### src/rtl/ls_port_arbiter_pkg.sv
// Shared types and constants for the load/store d_cache port arbiter.
// Tag width, cache opcodes and the cache word-index field live here.
package ls_port_arbiter_pkg;

  localparam int TAG_W        = 5;
  localparam int ADDR_W       = 32;
  localparam int DATA_W       = 32;
  localparam int DC_INDEX_LSB = 2;
  localparam int DC_INDEX_MSB = 6;

  typedef enum logic {
    LS_OP_LOAD  = 1'b0,
    LS_OP_STORE = 1'b1
  } ls_op_e;

  typedef struct packed {
    logic [TAG_W-1:0]  tag;
    logic [ADDR_W-1:0] addr;
  } ls_load_entry_t;

  function automatic logic [DC_INDEX_MSB-DC_INDEX_LSB:0] dc_index(input logic [ADDR_W-1:0] addr);
    return addr[DC_INDEX_MSB:DC_INDEX_LSB];
  endfunction

endpackage

### src/rtl/ls_port_arbiter_if.sv
// Bundle of load, store, d_cache and CDB signals around the port arbiter.
// The slave modport is the arbiter's view; master is its surroundings.
interface ls_port_arbiter_if;
  import ls_port_arbiter_pkg::*;

  logic              ld_valid;
  logic [ADDR_W-1:0] ld_addr;
  logic [TAG_W-1:0]  ld_tag;
  logic              ld_ready;

  logic              st_valid;
  logic [ADDR_W-1:0] st_addr;
  logic [DATA_W-1:0] st_data;
  logic              st_ack;

  logic              dc_ls_ready;
  logic              dc_opcode;
  logic [ADDR_W-1:0] dc_address;
  logic [DATA_W-1:0] dc_data;
  logic [DATA_W-1:0] dc_data_out;

  logic              cdb_valid;
  logic [TAG_W-1:0]  cdb_tag;
  logic [DATA_W-1:0] cdb_data;
  logic              cdb_grant;

  modport slave (
    input  ld_valid, ld_addr, ld_tag, st_valid, st_addr, st_data, dc_data_out, cdb_grant,
    output ld_ready, st_ack, dc_ls_ready, dc_opcode, dc_address, dc_data,
           cdb_valid, cdb_tag, cdb_data
  );

  modport master (
    output ld_valid, ld_addr, ld_tag, st_valid, st_addr, st_data, dc_data_out, cdb_grant,
    input  ld_ready, st_ack, dc_ls_ready, dc_opcode, dc_address, dc_data,
           cdb_valid, cdb_tag, cdb_data
  );

endinterface

### src/rtl/ls_port_arbiter_load_fifo.sv
// Circular FIFO of issued loads ({tag, addr}); head is visible combinationally.
// Push while full and pop while empty are ignored.
module ls_load_fifo
  import ls_port_arbiter_pkg::*;
#(
  parameter int DEPTH = 4
) (
  input  logic           clock,
  input  logic           nreset,
  input  logic           i_push,
  input  ls_load_entry_t i_push_data,
  input  logic           i_pop,
  output ls_load_entry_t o_head,
  output logic           o_full,
  output logic           o_empty
);

  localparam int               PTR_W      = $clog2(DEPTH);
  localparam logic [PTR_W-1:0] PTR_ONE    = PTR_W'(1);
  localparam logic [PTR_W:0]   CNT_ONE    = (PTR_W+1)'(1);
  localparam logic [PTR_W:0]   FULL_COUNT = (PTR_W+1)'(DEPTH);

  ls_load_entry_t   r_mem [DEPTH];
  logic [PTR_W-1:0] r_wr_ptr;
  logic [PTR_W-1:0] r_rd_ptr;
  logic [PTR_W:0]   r_count;
  logic             w_push;
  logic             w_pop;

  assign o_full  = (r_count == FULL_COUNT);
  assign o_empty = (r_count == '0);
  assign w_push  = i_push && !o_full;
  assign w_pop   = i_pop && !o_empty;
  assign o_head  = r_mem[r_rd_ptr];

  always_ff @(posedge clock) begin
    if (w_push) begin
      r_mem[r_wr_ptr] <= i_push_data;
    end
  end

  // DEPTH is a power of two, so the pointers wrap by plain overflow.
  always_ff @(posedge clock or negedge nreset) begin
    if (!nreset) begin
      r_wr_ptr <= '0;
      r_rd_ptr <= '0;
      r_count  <= '0;
    end else begin
      if (w_push) begin
        r_wr_ptr <= r_wr_ptr + PTR_ONE;
      end
      if (w_pop) begin
        r_rd_ptr <= r_rd_ptr + PTR_ONE;
      end
      case ({w_push, w_pop})
        2'b10:   r_count <= r_count + CNT_ONE;
        2'b01:   r_count <= r_count - CNT_ONE;
        default: r_count <= r_count;
      endcase
    end
  end

endmodule

### src/rtl/ls_port_arbiter.sv
// Shares the single d_cache port between queued loads and retiring stores,
// then holds each load result with its tag until the CDB accepts it.
module ls_port_arbiter
  import ls_port_arbiter_pkg::*;
#(
  parameter int LQ_DEPTH         = 4,
  parameter int STORE_STREAK_MAX = 4
) (
  input  logic              clock,
  input  logic              nreset,
  ls_port_arbiter_if.slave  bus
);

  localparam int                  STREAK_W   = $clog2(STORE_STREAK_MAX + 1);
  localparam logic [STREAK_W-1:0] STREAK_CAP = STREAK_W'(STORE_STREAK_MAX);
  localparam logic [STREAK_W-1:0] STREAK_ONE = STREAK_W'(1);

  ls_load_entry_t      w_head;
  ls_load_entry_t      w_push_data;
  logic                w_full;
  logic                w_empty;
  logic                w_ld_ready;
  logic                w_load_elig;
  logic                w_store_grant;
  logic                w_load_grant;

  logic                r_rd_pending;
  logic [TAG_W-1:0]    r_rd_tag;
  logic                r_res_valid;
  logic [TAG_W-1:0]    r_res_tag;
  logic [DATA_W-1:0]   r_res_data;
  logic [STREAK_W-1:0] r_streak;

  // nreset gates the combinational outputs so every output reads 0 while reset is held.
  assign w_ld_ready  = nreset && !w_full;
  assign w_push_data = '{tag: bus.ld_tag, addr: bus.ld_addr};

  ls_load_fifo #(
    .DEPTH (LQ_DEPTH)
  ) u_load_fifo (
    .clock       (clock),
    .nreset      (nreset),
    .i_push      (bus.ld_valid && w_ld_ready),
    .i_push_data (w_push_data),
    .i_pop       (w_load_grant),
    .o_head      (w_head),
    .o_full      (w_full),
    .o_empty     (w_empty)
  );

  assign w_load_elig   = nreset && !w_empty && !r_rd_pending && (!r_res_valid || bus.cdb_grant);
  assign w_store_grant = nreset && bus.st_valid && !(w_load_elig && (r_streak == STREAK_CAP));
  assign w_load_grant  = !w_store_grant && w_load_elig;

  always_comb begin
    bus.dc_ls_ready = 1'b0;
    bus.dc_opcode   = LS_OP_LOAD;
    bus.dc_address  = '0;
    bus.dc_data     = '0;
    bus.st_ack      = 1'b0;
    if (w_store_grant) begin
      bus.dc_ls_ready = 1'b1;
      bus.dc_opcode   = LS_OP_STORE;
      bus.dc_address  = bus.st_addr;
      bus.dc_data     = bus.st_data;
      bus.st_ack      = 1'b1;
    end else if (w_load_grant) begin
      bus.dc_ls_ready = 1'b1;
      bus.dc_address  = w_head.addr;
    end
  end

  assign bus.ld_ready  = w_ld_ready;
  assign bus.cdb_valid = r_res_valid;
  assign bus.cdb_tag   = r_res_tag;
  assign bus.cdb_data  = r_res_data;

  // The streak only counts stores that actually pushed a waiting load aside.
  always_ff @(posedge clock or negedge nreset) begin
    if (!nreset) begin
      r_streak <= '0;
    end else if (!w_load_elig || w_load_grant) begin
      r_streak <= '0;
    end else if (w_store_grant && (r_streak != STREAK_CAP)) begin
      r_streak <= r_streak + STREAK_ONE;
    end
  end

  // A fresh return overrides a same-cycle CDB grant, replacing the held result.
  always_ff @(posedge clock or negedge nreset) begin
    if (!nreset) begin
      r_rd_pending <= 1'b0;
      r_rd_tag     <= '0;
      r_res_valid  <= 1'b0;
      r_res_tag    <= '0;
      r_res_data   <= '0;
    end else begin
      r_rd_pending <= w_load_grant;
      if (w_load_grant) begin
        r_rd_tag <= w_head.tag;
      end
      if (r_rd_pending) begin
        r_res_valid <= 1'b1;
        r_res_tag   <= r_rd_tag;
        r_res_data  <= bus.dc_data_out;
      end else if (bus.cdb_grant) begin
        r_res_valid <= 1'b0;
      end
    end
  end

endmodule

### src/flat_wrapper.sv
// flat-port wrapper written by rule: the top's interface ports become plain ports
module ls_port_arbiter_flat import ls_port_arbiter_pkg::*;
#(
  parameter int LQ_DEPTH         = 4,
  parameter int STORE_STREAK_MAX = 4
)
  (clock, nreset, bus_ld_valid, bus_ld_addr, bus_ld_tag, bus_st_valid, bus_st_addr, bus_st_data, bus_dc_data_out, bus_cdb_grant, bus_ld_ready, bus_st_ack, bus_dc_ls_ready, bus_dc_opcode, bus_dc_address, bus_dc_data, bus_cdb_valid, bus_cdb_tag, bus_cdb_data);
  ls_port_arbiter_if bus_i ();
  input  logic clock;
  input  logic nreset;
  input wire logic [$bits(bus_i.ld_valid)-1:0] bus_ld_valid;
  input wire logic [$bits(bus_i.ld_addr)-1:0] bus_ld_addr;
  input wire logic [$bits(bus_i.ld_tag)-1:0] bus_ld_tag;
  input wire logic [$bits(bus_i.st_valid)-1:0] bus_st_valid;
  input wire logic [$bits(bus_i.st_addr)-1:0] bus_st_addr;
  input wire logic [$bits(bus_i.st_data)-1:0] bus_st_data;
  input wire logic [$bits(bus_i.dc_data_out)-1:0] bus_dc_data_out;
  input wire logic [$bits(bus_i.cdb_grant)-1:0] bus_cdb_grant;
  output wire logic [$bits(bus_i.ld_ready)-1:0] bus_ld_ready;
  output wire logic [$bits(bus_i.st_ack)-1:0] bus_st_ack;
  output wire logic [$bits(bus_i.dc_ls_ready)-1:0] bus_dc_ls_ready;
  output wire logic [$bits(bus_i.dc_opcode)-1:0] bus_dc_opcode;
  output wire logic [$bits(bus_i.dc_address)-1:0] bus_dc_address;
  output wire logic [$bits(bus_i.dc_data)-1:0] bus_dc_data;
  output wire logic [$bits(bus_i.cdb_valid)-1:0] bus_cdb_valid;
  output wire logic [$bits(bus_i.cdb_tag)-1:0] bus_cdb_tag;
  output wire logic [$bits(bus_i.cdb_data)-1:0] bus_cdb_data;
  assign bus_i.ld_valid = bus_ld_valid;
  assign bus_i.ld_addr = bus_ld_addr;
  assign bus_i.ld_tag = bus_ld_tag;
  assign bus_i.st_valid = bus_st_valid;
  assign bus_i.st_addr = bus_st_addr;
  assign bus_i.st_data = bus_st_data;
  assign bus_i.dc_data_out = bus_dc_data_out;
  assign bus_i.cdb_grant = bus_cdb_grant;
  assign bus_ld_ready = bus_i.ld_ready;
  assign bus_st_ack = bus_i.st_ack;
  assign bus_dc_ls_ready = bus_i.dc_ls_ready;
  assign bus_dc_opcode = bus_i.dc_opcode;
  assign bus_dc_address = bus_i.dc_address;
  assign bus_dc_data = bus_i.dc_data;
  assign bus_cdb_valid = bus_i.cdb_valid;
  assign bus_cdb_tag = bus_i.cdb_tag;
  assign bus_cdb_data = bus_i.cdb_data;
  ls_port_arbiter #(.LQ_DEPTH(LQ_DEPTH), .STORE_STREAK_MAX(STORE_STREAK_MAX)) u_core (.clock(clock), .nreset(nreset), .bus(bus_i));
endmodule
### config.mk
export PLATFORM = sky130hd
export DESIGN_NAME = ls_port_arbiter_flat
export DESIGN_NICKNAME = d
export VERILOG_FILES = /design/src/rtl/ls_port_arbiter_pkg.sv /design/src/rtl/ls_port_arbiter_if.sv /design/src/rtl/ls_port_arbiter_load_fifo.sv /design/src/rtl/ls_port_arbiter.sv /design/src/flat_wrapper.sv
export SDC_FILE = /design/constraint.sdc
export NUM_CORES = 1
export LEC_CHECK = 0
export CORE_MARGIN = 2
export CORE_UTILIZATION = 28
export CTS_CLUSTER_SIZE = 25
export DETAILED_ROUTE_END_ITERATION = 10
export PLACE_DENSITY = 0.61
export SLEW_MARGIN = 20
export SYNTH_ARGS = -nofsm -noshare
export SYNTH_HDL_FRONTEND = slang
export SYNTH_HIERARCHICAL = 1
export SYNTH_SLANG_ARGS = --single-unit
### constraint.sdc
create_clock -name clock -period 2.4 [get_ports clock]
set_input_delay 0.24 -clock clock [delete_from_list [all_inputs] [get_ports clock]]
set_output_delay 0.24 -clock clock [all_outputs]
set_load 0.02 [all_outputs]
Word level (Yosys, flattened, before mapping)
Memory sizes are Yosys's and may differ from the RTL's.
Index checks and enable logic that the tools add are counted.
- logic and storage cells: 58
- RAM bits: 148
- bits of input ports: 138
- memories kept: 1
- flip-flop bits (word level): 54
- equal/unequal tests: 5
- reduce and logical (&&, ||, !) cells: 25
- multiplexer cells: 13
- add/subtract/negate cells: 5
- memories (memory ; words ; width ; read ports ; clocked after Yosys merged registers in ; wr ports ; RTL line ; text):
    u_core.u_load_fifo.r_mem ; 4 ; 37 ; 1 ; 0 ; 1 ; ls_port_arbiter_load_fifo.sv:23 ; ls_load_entry_t r_mem [DEPTH];
- operators with widths (cell ; number):
    32-bit two-way mux ; 3
    1-bit logical AND ; 12
    1-bit zero test ; 7
    1-bit two-way mux ; 7
    3-bit by 1-bit adder with 3-bit output, second input constant ; 2
    3-bit == test, second input constant ; 2
    3-bit two-way mux ; 2
    3-bit one-hot mux with 2 select lines ; 1
    2-bit nonzero test ; 3
    2-bit by 1-bit adder with 2-bit output, second input constant ; 2
    3-bit zero test ; 1
    3-bit != test, second input constant ; 1
    3-bit by 1-bit subtractor with 3-bit output, second input constant ; 1
    2-bit by 1-bit == test with 1-bit output, second input constant ; 1
    2-bit == test, second input constant ; 1
    1-bit logical OR ; 2

Longest topological paths before layout
Gate-level depths: netlist (run 1).
- word-level depth: 13
- depth in mapped cells: 12

Modules after synthesis
Netlist (run 1), hierarchy kept.
- modules (own cells, without submodules) (module ; area an instance (µm²) ; times used ; cells an instance):
    ls_load_fifo ; 5755.5 ; 1 ; 230
    ls_port_arbiter ; 2421.1 ; 1 ; 190

Worst setup path after synthesis (run 1)
No wires, ideal clock.
- path kind: reg2reg
- start: register u_core.u_load_fifo.r_count[2]
- end: memory u_core/u_load_fifo/r_mem[0][0] (netlist name), enable pin
- setup slack: -0.255 ns
- stages on the path, launching flop included: 6
- data arrival time: 2.257 ns
- clock period less this slack: 2.655 ns
- buffers on the path: 0
- setup time: 0.398 ns
- path through: dfrtp_1 > nor3b_2 > nor2b_1 > and2_1 > nor2b_2 > and2_1
- longest elaborated chain between the ends: 7
- ends and longest elaborated chain (item ; RTL line ; text):
    start: declaration ; ls_port_arbiter_load_fifo.sv:26 ; logic [PTR_W:0] r_count;
    start signal: assignment ; ls_port_arbiter_load_fifo.sv:56 ; 2'b10: r_count <= r_count + CNT_ONE;
    start signal: assignment ; ls_port_arbiter_load_fifo.sv:57 ; 2'b01: r_count <= r_count - CNT_ONE;
    start signal: assignment ; ls_port_arbiter_load_fifo.sv:58 ; default: r_count <= r_count;
    3-bit == test ; ls_port_arbiter_load_fifo.sv:30 ; assign o_full = (r_count == FULL_COUNT);
    net u_core.w_full ; ls_port_arbiter.sv:20 ; logic w_full;
    1-bit zero test ; ls_port_arbiter.sv:35 ; assign w_ld_ready = nreset && !w_full;
    1-bit logical AND ; ls_port_arbiter.sv:35 ;
    net bus_ld_ready ; flat_wrapper.sv:19 ; output wire logic [$bits(bus_i.ld_ready)-1:0] bus_ld_ready;
    1-bit logical AND ; ls_port_arbiter.sv:43 ; .i_push (bus.ld_valid && w_ld_ready),
    1-bit logical AND ; ls_port_arbiter_load_fifo.sv:32 ; assign w_push = i_push && !o_full;
    1-bit two-way mux ; ls_port_arbiter_load_fifo.sv:37 ; if (w_push) begin
    1-bit two-way mux (not written as such) ; ls_port_arbiter_load_fifo.sv:38 ; r_mem[r_wr_ptr] <= i_push_data;
    end: declaration ; ls_port_arbiter_load_fifo.sv:23 ;
The timed path passes the listed nets, and every way through them passes these cells.

Final worst setup path (run 1)
- start: register u_core.r_streak[0]
- end: output port bus_dc_address[10]
- longest elaborated chain between the ends: 8
- ends and longest elaborated chain (item ; RTL line ; text):
    start: declaration ; ls_port_arbiter.sv:32 ; logic [STREAK_W-1:0] r_streak;
    start signal: assignment ; ls_port_arbiter.sv:85 ; r_streak <= r_streak + STREAK_ONE;
    3-bit == test (*) ; ls_port_arbiter.sv:52 ; assign w_store_grant = nreset && bus.st_valid && !(w_load_elig && (r_streak == STREAK_CAP));
    1-bit logical AND (*) ; ls_port_arbiter.sv:52 ;
    1-bit zero test (*) ; ls_port_arbiter.sv:52 ;
    1-bit logical AND (*) ; ls_port_arbiter.sv:52 ;
    1-bit zero test ; ls_port_arbiter.sv:53 ; assign w_load_grant = !w_store_grant && w_load_elig;
    1-bit logical AND ; ls_port_arbiter.sv:53 ;
    32-bit two-way mux ; ls_port_arbiter.sv:67 ; end else if (w_load_grant) begin
    32-bit two-way mux (*) ; ls_port_arbiter.sv:61 ; if (w_store_grant) begin
    end: declaration ; flat_wrapper.sv:23 ; output wire logic [$bits(bus_i.dc_address)-1:0] bus_dc_address;
Every way passes the cells marked *; elsewhere a longest branch is shown, timed or not.

==> summary.txt, run 1 <==
Floorplanning
  – Num rows: 62
  – I/O Pins: 244
  – Core Region: 0.0287 mm2
  – Die X: 175 um
  – Die outline height: 175 um
  – Starting Density: 28.5%
  – Die Area: 0.0306 mm2

Global route
  – Gr ovfl total: 0
  – Largest net degree at the start of global routing: 42
  – Vias in the first global route: 5057
  – First-pass GRT wire length: 29800 um
  – GRT Util Overall: 12.6%
  – Antenna violations before repair: 1

Timing
  – Worst-Margin Slew: 0.519 ns
  – Post-layout min period: 2.43 ns
  – Fmax: 412 MHz
  – Unrepaired setup endpoints after global routing: yes
  – Final hold vios: 0
  – Fin crit share: 101%
  – Skew final: 0.00782 ns
  – Slew HR: 65.4%
  – Final WS setup: -0.0254 ns
  – Final setup vio count: 4
  – Worst Hold Margin: 0.129 ns
  – Slew Viols, Final: 0

Power and ir drop
  – Internal power: 9210 uW
  – Switching pwr: 3770 uW
  – P_leak: 0.00454 uW
  – Cell Pwr Density: 1070 mW/mm2
  – Sequential share of power: 37.0%
  – Clk network pwr share: 27.4%
  – Comb pwr share: 35.6%
  – Switch share: 29.0%
  – Peak VDD IR: 437 uV

Clock network
  – CTS root buf: clkbuf_16
  – H-tree Lvls: 1
  – Sink Count: 202
  – CTS buffer count: 22
  – Clk buf depth: 3
  – Worst-Skew Late Latency: 0.49 ns
  – TritonCTS clock tree: yes
  – CTS clk-pin slew, worst paths: 0.06 ns

Drt
  – WL met3: 1380 um
  – Via/cell ratio: 4.38
  – M1 WL: 8570 um
  – Drt pass-1 iters: 4
  – Final WL: 19600 um
  – DRT iter0 DRCs: 219
  – Post-DRT Antenna Nets: 0
  – WL met2: 9320 um
  – DRC violation count after routing: 0
  – Via count: 4849
  – WL/cell: 17.7 um
  – DR top layer: met4

Placement
  – Worst slack at placement: -0.0682 ns
  – Port bufs: 243
  – GPL Wtd Cong: 0.699
  – Post-DP HPWL: 12800 um

Finish
  – Area grow syn2layout: 48.7%
  – Final #Nets: 853
  – Layout cells sized above 1: 34.2%

Yosys
  – Synth top area share: 54.4%
  – Synthesized cell area: 0.00818 mm2
  – Register area share after synthesis: 70.9%
  – Netlist cell types: 33
  – Post-synth top area cell: edfxtp_1
  – Ys Warns: 6
  – Mean Syn Cell Area: 19.5 um2
  – Largest cells by area after synthesis: edfxtp_1, dfrtp_1, mux4_2
  – Mapped Nets: 566
  – Synthesized flop and latch total: 202
  – Post-Synthesis Cells: 420

Worst setup path
  – Worst path max stage delay: 0.38 ns
  – Slowest stage cell, crit path: dfrtp_1
  – CP arrival: 2.19 ns
  – Startpoint Class: flip-flop
  – Cell with the most instances on the worst path: buf_6
  – CP bufs+invs: 5
  – WS Path Type: flip-flop to primary output
  – Critical path peak fanout: 7
  – Largest delay share family, worst path: buffers and inverters
  – CP required: 2.16 ns
  – Cell Chain, Critical Path: inv_1, ha_2, and2_4, a41oi_4, buf_6, buf_12, buf_16, a22o_1, buf_6
  – Crit end category: primary output

Run status
  – Status: complete, but fails checks
  – Failing checks: negative setup slack

Run
  – Maximum capacitance violations: 0

Hold path
  – Hold crit path type: input pin to asynchronous set/reset pin
## timing repair
item | 4_1_cts | 5_1_grt
cloned | 4 | 0
pin swaps | 9 | 10
resized for setup | 330 | 21
endpoints found under the setup margin | 66 | 68
endpoints found under the hold margin | 54 | 0
buffers inserted | 7 | 5
hold buffers | 1 | 0
## layout by cell type, fill, tap and decap left out, drive strengths merged, types with 9 or more instances in the layout
| cell type | netlist | routed |
|---|---|---|
| mux4 | 37 | 37 |
| a22o | 32 | 32 |
| edfxtp | 148 | 148 |
| dfrtp | 54 | 54 |
| mux2 | 43 | 43 |
| and2 | 38 | 38 |
| clkdlybuf4s50 | 0 | 175 |
| inv | 9 | 9 |
| clkbuf | 2 | 30 |
| buf | 22 | 108 |
## path summary, 6_finish.rpt
check / from / to / slack [ns] / cells past startpoint
setup / recovery: u_core/r_streak[0] / bus_dc_address[10] / -0.03 / 9
hold / removal: nreset / u_core/bus.cdb_valid / 0.13 / 2
setup reg to reg: u_core/r_streak[0] / u_core/u_load_fifo/r_count[2] / 0.15 / 11
hold reg to reg: u_core/bus.cdb_data[7] / u_core/bus.cdb_data[7] / 0.50 / 1
max in group asynchronous: nreset / u_core/bus.cdb_data[13] / 1.55 / 3
min in group clock: bus_dc_data_out[18] / u_core/bus.cdb_data[18] / 0.36 / 2
## logic make-up after synthesis
kind of cell | count (synthesis) | share of synthesized area, %
compound gates | 35 | 3.87
xor+xnor | 6 | 0.643
simple gates | 54 | 4.12
buf+inv | 33 | 2.59
mux | 82 | 16.6
fa+ha+maj | 8 | 1.32
flops | 202 | 70.9
## cell usage after synthesis (all sizes together)
cell,count
edfxtp,148
dfrtp,54
mux2,43
and2,38
mux4,37
a22o,32
buf,22
inv,9
ha,7
nand2,4
xnor2,3
xor2,3
clkbuf,2
mux2i,2
nor2,2
nor2b,2
nor3,2
a41oi,1
and2b,1
fa,1
nand2b,1
nand3,1
nor3b,1
nor4,1
nor4b,1
o2111a,1
o31a,1
## worst register-to-register path: stages (launching register included)
cell	delay, ns
dfrtp_1	0.38
inv_1	0.06
ha_2	0.17
and2_4	0.17
o2111a_2	0.26
o31a_1	0.19
ha_1	0.17
inv_1	0.06
fa_2	0.33
xor2_1	0.14
nor2_1	0.12
xor2_1	0.14
## cell type report
type	count	area [um2]
Multi-Input combinational cell	185	2230
Fill cell	2625	16500
Inverter	9	33.8
Sequential cell	202	5800
Antenna cell	1	2.50
Clock buffer	29	618
Clock inverter	11	155
Tap cell	384	480
Timing Repair Buffer	287	2840
## per-layer routing
layer,GRT usage [%],vias up
met5,0,-
met4,2.85,0
met3,3.37,24
met2,20.9,179
met1,16.6,2412
li1,-,2234
## stage by stage
stage | power, uW | instance area (um2) | util (%) | setup TNS (ns) | instances
floorplan | 7440 | 8180 | - | 0 | 420
detailed placement | 9480 | 11200 | 39.2 | -1.66 | 1051
finish | 13000 | 12200 | 42.4 | -0.0790 | 1108
global route | 13600 | 12200 | 42.3 | -2.73 | 1107
global placement | 9440 | 11200 | 39.2 | -1.08 | 1051
CTS | 13100 | 12100 | 42.1 | -0.733 | 1103
## power by group through the flow
stage          combinational, uW  clock (uW)  sequential, uW
2_1_floorplan               2230           0            5220
3_3_place_gp                4590           0            4840
3_5_place_dp                4620           0            4870
4_1_cts                     4640        3670            4820
5_1_grt                     4950        3790            4900
6_report                    4620        3550            4800
## state kept, by name, summed over array words and instances, names as in the netlist, 2 cells and up
name,cells
u_core/u_load_fifo/r_mem,148
u_core/bus.cdb_data,32
u_core/bus.cdb_tag,5
u_core/r_rd_tag,5
u_core/r_streak,3
u_core/u_load_fifo/r_count,3
u_core/u_load_fifo/r_rd_ptr,2
u_core/u_load_fifo/r_wr_ptr,2
(Power assumes the default switching activity.)
==> run 2, diff against run 1 <==
--- a/config.mk
+++ b/config.mk
@@ -9,6 +9,7 @@
 export CORE_UTILIZATION = 28
 export CTS_CLUSTER_SIZE = 25
 export DETAILED_ROUTE_END_ITERATION = 10
+export GPL_TIMING_DRIVEN = 0
 export PLACE_DENSITY = 0.61
 export SLEW_MARGIN = 20
 export SYNTH_ARGS = -nofsm -noshare
==> run 2 against run 1 <==
- maximum frequency decreased by 5.6%
- clock skew increased by 0.0014 ns
- critical path type unchanged
- the flow still finishes with violations (negative setup slack)
- via count increased by 0.99%
- sequential share of layout area decreased by 1.3 points
==> summary.txt, run 2 (synthesis results as in run 1) <==
Worst setup path
  – CP bufs+invs: 4 (-1)
  – Cell with the most instances on the worst path: buf_8
  – Slowest stage cell, crit path: dfrtp_1
  – Startpoint Class: flip-flop
  – Cell Chain, Critical Path: nor3_2, and2b_2, a41oi_4, buf_12, buf_8, buf_8, and2_4, buf_6
  – Largest delay share family, worst path: simple AND/OR/NAND/NOR gates
  – CP required: 2.16 ns (about the same)
  – Worst path max stage delay: 0.40 ns (+0.02 ns)
  – WS Path Type: flip-flop to primary output
  – CP arrival: 2.33 ns (+0.14 ns)
  – Crit end category: primary output
  – Critical path peak fanout: 7 (unchanged)

Drt
  – Via count: 4897 (+0.99%)
  – Post-DRT Antenna Nets: 0 (unchanged)
  – Drt pass-1 iters: 4 (unchanged)
  – DRT iter0 DRCs: 236 (+7.8%)
  – Via/cell ratio: 4.36 (-0.36%)
  – Final WL: 20100 um (+2.4%)
  – WL/cell: 17.9 um (+1.0%)
  – DRC violation count after routing: 0 (unchanged)

Timing
  – Skew final: 0.00921 ns (+0.00139 ns)
  – Final setup vio count: 65 (+61)
  – Slew HR: 56.2% (-9.2 points)
  – Final hold vios: 0 (unchanged)
  – Post-layout min period: 2.57 ns (+0.143 ns)
  – Fin crit share: 107% (+5.9 points)
  – Unrepaired setup endpoints after global routing: yes
  – Final WS setup: -0.168 ns (-0.143 ns)
  – Slew Viols, Final: 0 (unchanged)
  – Fmax: 389 MHz (-5.6%)
  – Worst-Margin Slew: 0.658 ns (+0.138 ns)

Clock network
  – CTS root buf: clkbuf_16
  – Sink Count: 202 (unchanged)
  – H-tree Lvls: 1 (unchanged)
  – Clk buf depth: 3 (unchanged)
  – Worst-Skew Late Latency: 0.50 ns (about the same)
  – TritonCTS clock tree: yes
  – CTS buffer count: 23 (+4.5%)
  – CTS clk-pin slew, worst paths: 0.06 ns (about the same)

Power and ir drop
  – P_leak: 0.00468 uW (+3.1%)
  – Peak VDD IR: 455 uV (+4.1%)
  – Cell Pwr Density: 1050 mW/mm2 (-2.0%)

Global route
  – Gr ovfl total: 0 (unchanged)
  – Vias in the first global route: 5184 (+2.5%)
  – First-pass GRT wire length: 30900 um (+3.6%)
  – GRT Util Overall: 13.1% (+0.50 points)
  – Largest net degree at the start of global routing: 54 (+29%)
  – Antenna violations before repair: 1 (unchanged)

Floorplanning
  – Die X: 175 um (unchanged)
  – I/O Pins: 244 (unchanged)
  – Starting Density: 28.5% (unchanged)
  – Die outline height: 175 um (unchanged)
  – Num rows: 62 (unchanged)
  – Die Area: 0.0306 mm2 (unchanged)
  – Core Region: 0.0287 mm2 (unchanged)

Run status
  – Status: complete, but fails checks
  – Failing checks: negative setup slack

Finish
  – # fillers: 2545 (-3.0%)
  – Most frequent cells in the layout: clkdlybuf4s50_1, edfxtp_1, buf_6
  – Post-Layout Cell Count: 1123 (+1.4%)
  – Area grow syn2layout: 52.8%
  – Finished Cell Area: 0.0125 mm2 (+2.8%)
  – Commonest non-fill, non-tap cell in the layout: clkdlybuf4s50_1
  – Reg with most FFs: u_core/u_load_fifo/r_mem
  – Layout Utilization: 43.5% (+1.2 points)
  – Final #Nets: 868 (+1.8%)
  – Max reg flops: 148 (unchanged)
  – Layout cells sized above 1: 37.0% (+2.8 points)

Hold path
  – Hold crit path type: input pin to asynchronous set/reset pin

Placement
  – Placed Area: 0.0111 mm2 (-1.1%)
  – Cell count after placement: 1048 (-0.29%)
  – Post-DP HPWL: 12500 um (-2.8%)
  – Worst slack at placement: -0.505 ns (-0.436 ns)
  – Port bufs: 243 (unchanged)
  – GPL Wtd Cong: 0.658 (-5.8%)

Run
  – Maximum capacitance violations: 0 (unchanged)
-- run 2: per-stage QoR --
stage                     hold slack, ns  TNS (ns)  power [uW]
after detailed placement          0.0396    -28.13        9320
final                             0.0828     -6.82       13100
after global placement             0.457   -575.78        9290
after CTS                         0.0516     -4.10       13300
after floorplan                  -0.0556         0        7440
after global routing              0.0742    -13.72       13800
-- run 2: path summary, 6_finish.rpt --
kind,from,endpoint,slack (ns),cells past startpoint
setup reg to reg,u_core/r_streak[0],u_core/u_load_fifo/r_count[2],0.01,12
setup / recovery,u_core/u_load_fifo/r_count[2],bus_dc_data[3],-0.17,8
max in group asynchronous,nreset,u_core/u_load_fifo/r_rd_ptr[0],1.64,4
min in group clock,nreset,u_core/r_streak[0],0.25,4
hold reg to reg,u_core/bus.cdb_data[26],u_core/bus.cdb_data[26],0.50,1
hold / removal,nreset,u_core/bus.cdb_data[23],0.08,2
-- run 2: worst reg2reg max path, cell delays in order, from the launching register on --
cell      delay [ns]
dfrtp_1         0.37
inv_1           0.06
ha_2            0.17
and2_4          0.17
o2111a_2        0.25
buf_6           0.12
o31a_1          0.15
ha_2            0.19
inv_1           0.05
fa_1            0.37
xor2_1          0.15
nor2_1          0.11
xor2_1          0.15
-- run 2: routing by layer --
layer | GRT usage [%] | up-vias | wire (um)
li1 | - | 2272 | -
met4 | 3.02 | 0 | 467
met3 | 3.87 | 30 | 1450
met1 | 17.3 | 2426 | 8750
met2 | 21.3 | 169 | 9430
met5 | 0 | - | 0
-- run 2: timing repair --
action                     4_1_cts  5_1_grt
gates resized for setup        427       34
setup buffers                   21        6
hold endpoints to repair        54        0
hold buffers                     3        0
pin swaps                       23       15
setup endpoints to repair      143       67
gates cloned                     5        0
-- run 2: layout make-up --
| class | count | area [um2] | area share (%) |
|---|---|---|---|
| sequential | 202 | 5800 | 46.4 |
| multi-input combinational | 185 | 2250 | 18.0 |
| clock inverter | 14 | 123 | 0.981 |
| buffer | 24 | 313 | 2.50 |
| clock buffer | 27 | 611 | 4.89 |
| inverter | 9 | 33.8 | 0.270 |
| tap | 384 | 480 | 3.85 |
| timing repair buffer | 277 | 2880 | 23.1 |
| antenna | 1 | 2.50 | 0.0200 |
-- run 2: power breakdown --
part	internal, uW	switching, uW
Clock	2030	1360
Sequential	4500	276
Combinational	2700	2210
Total	9220	3850
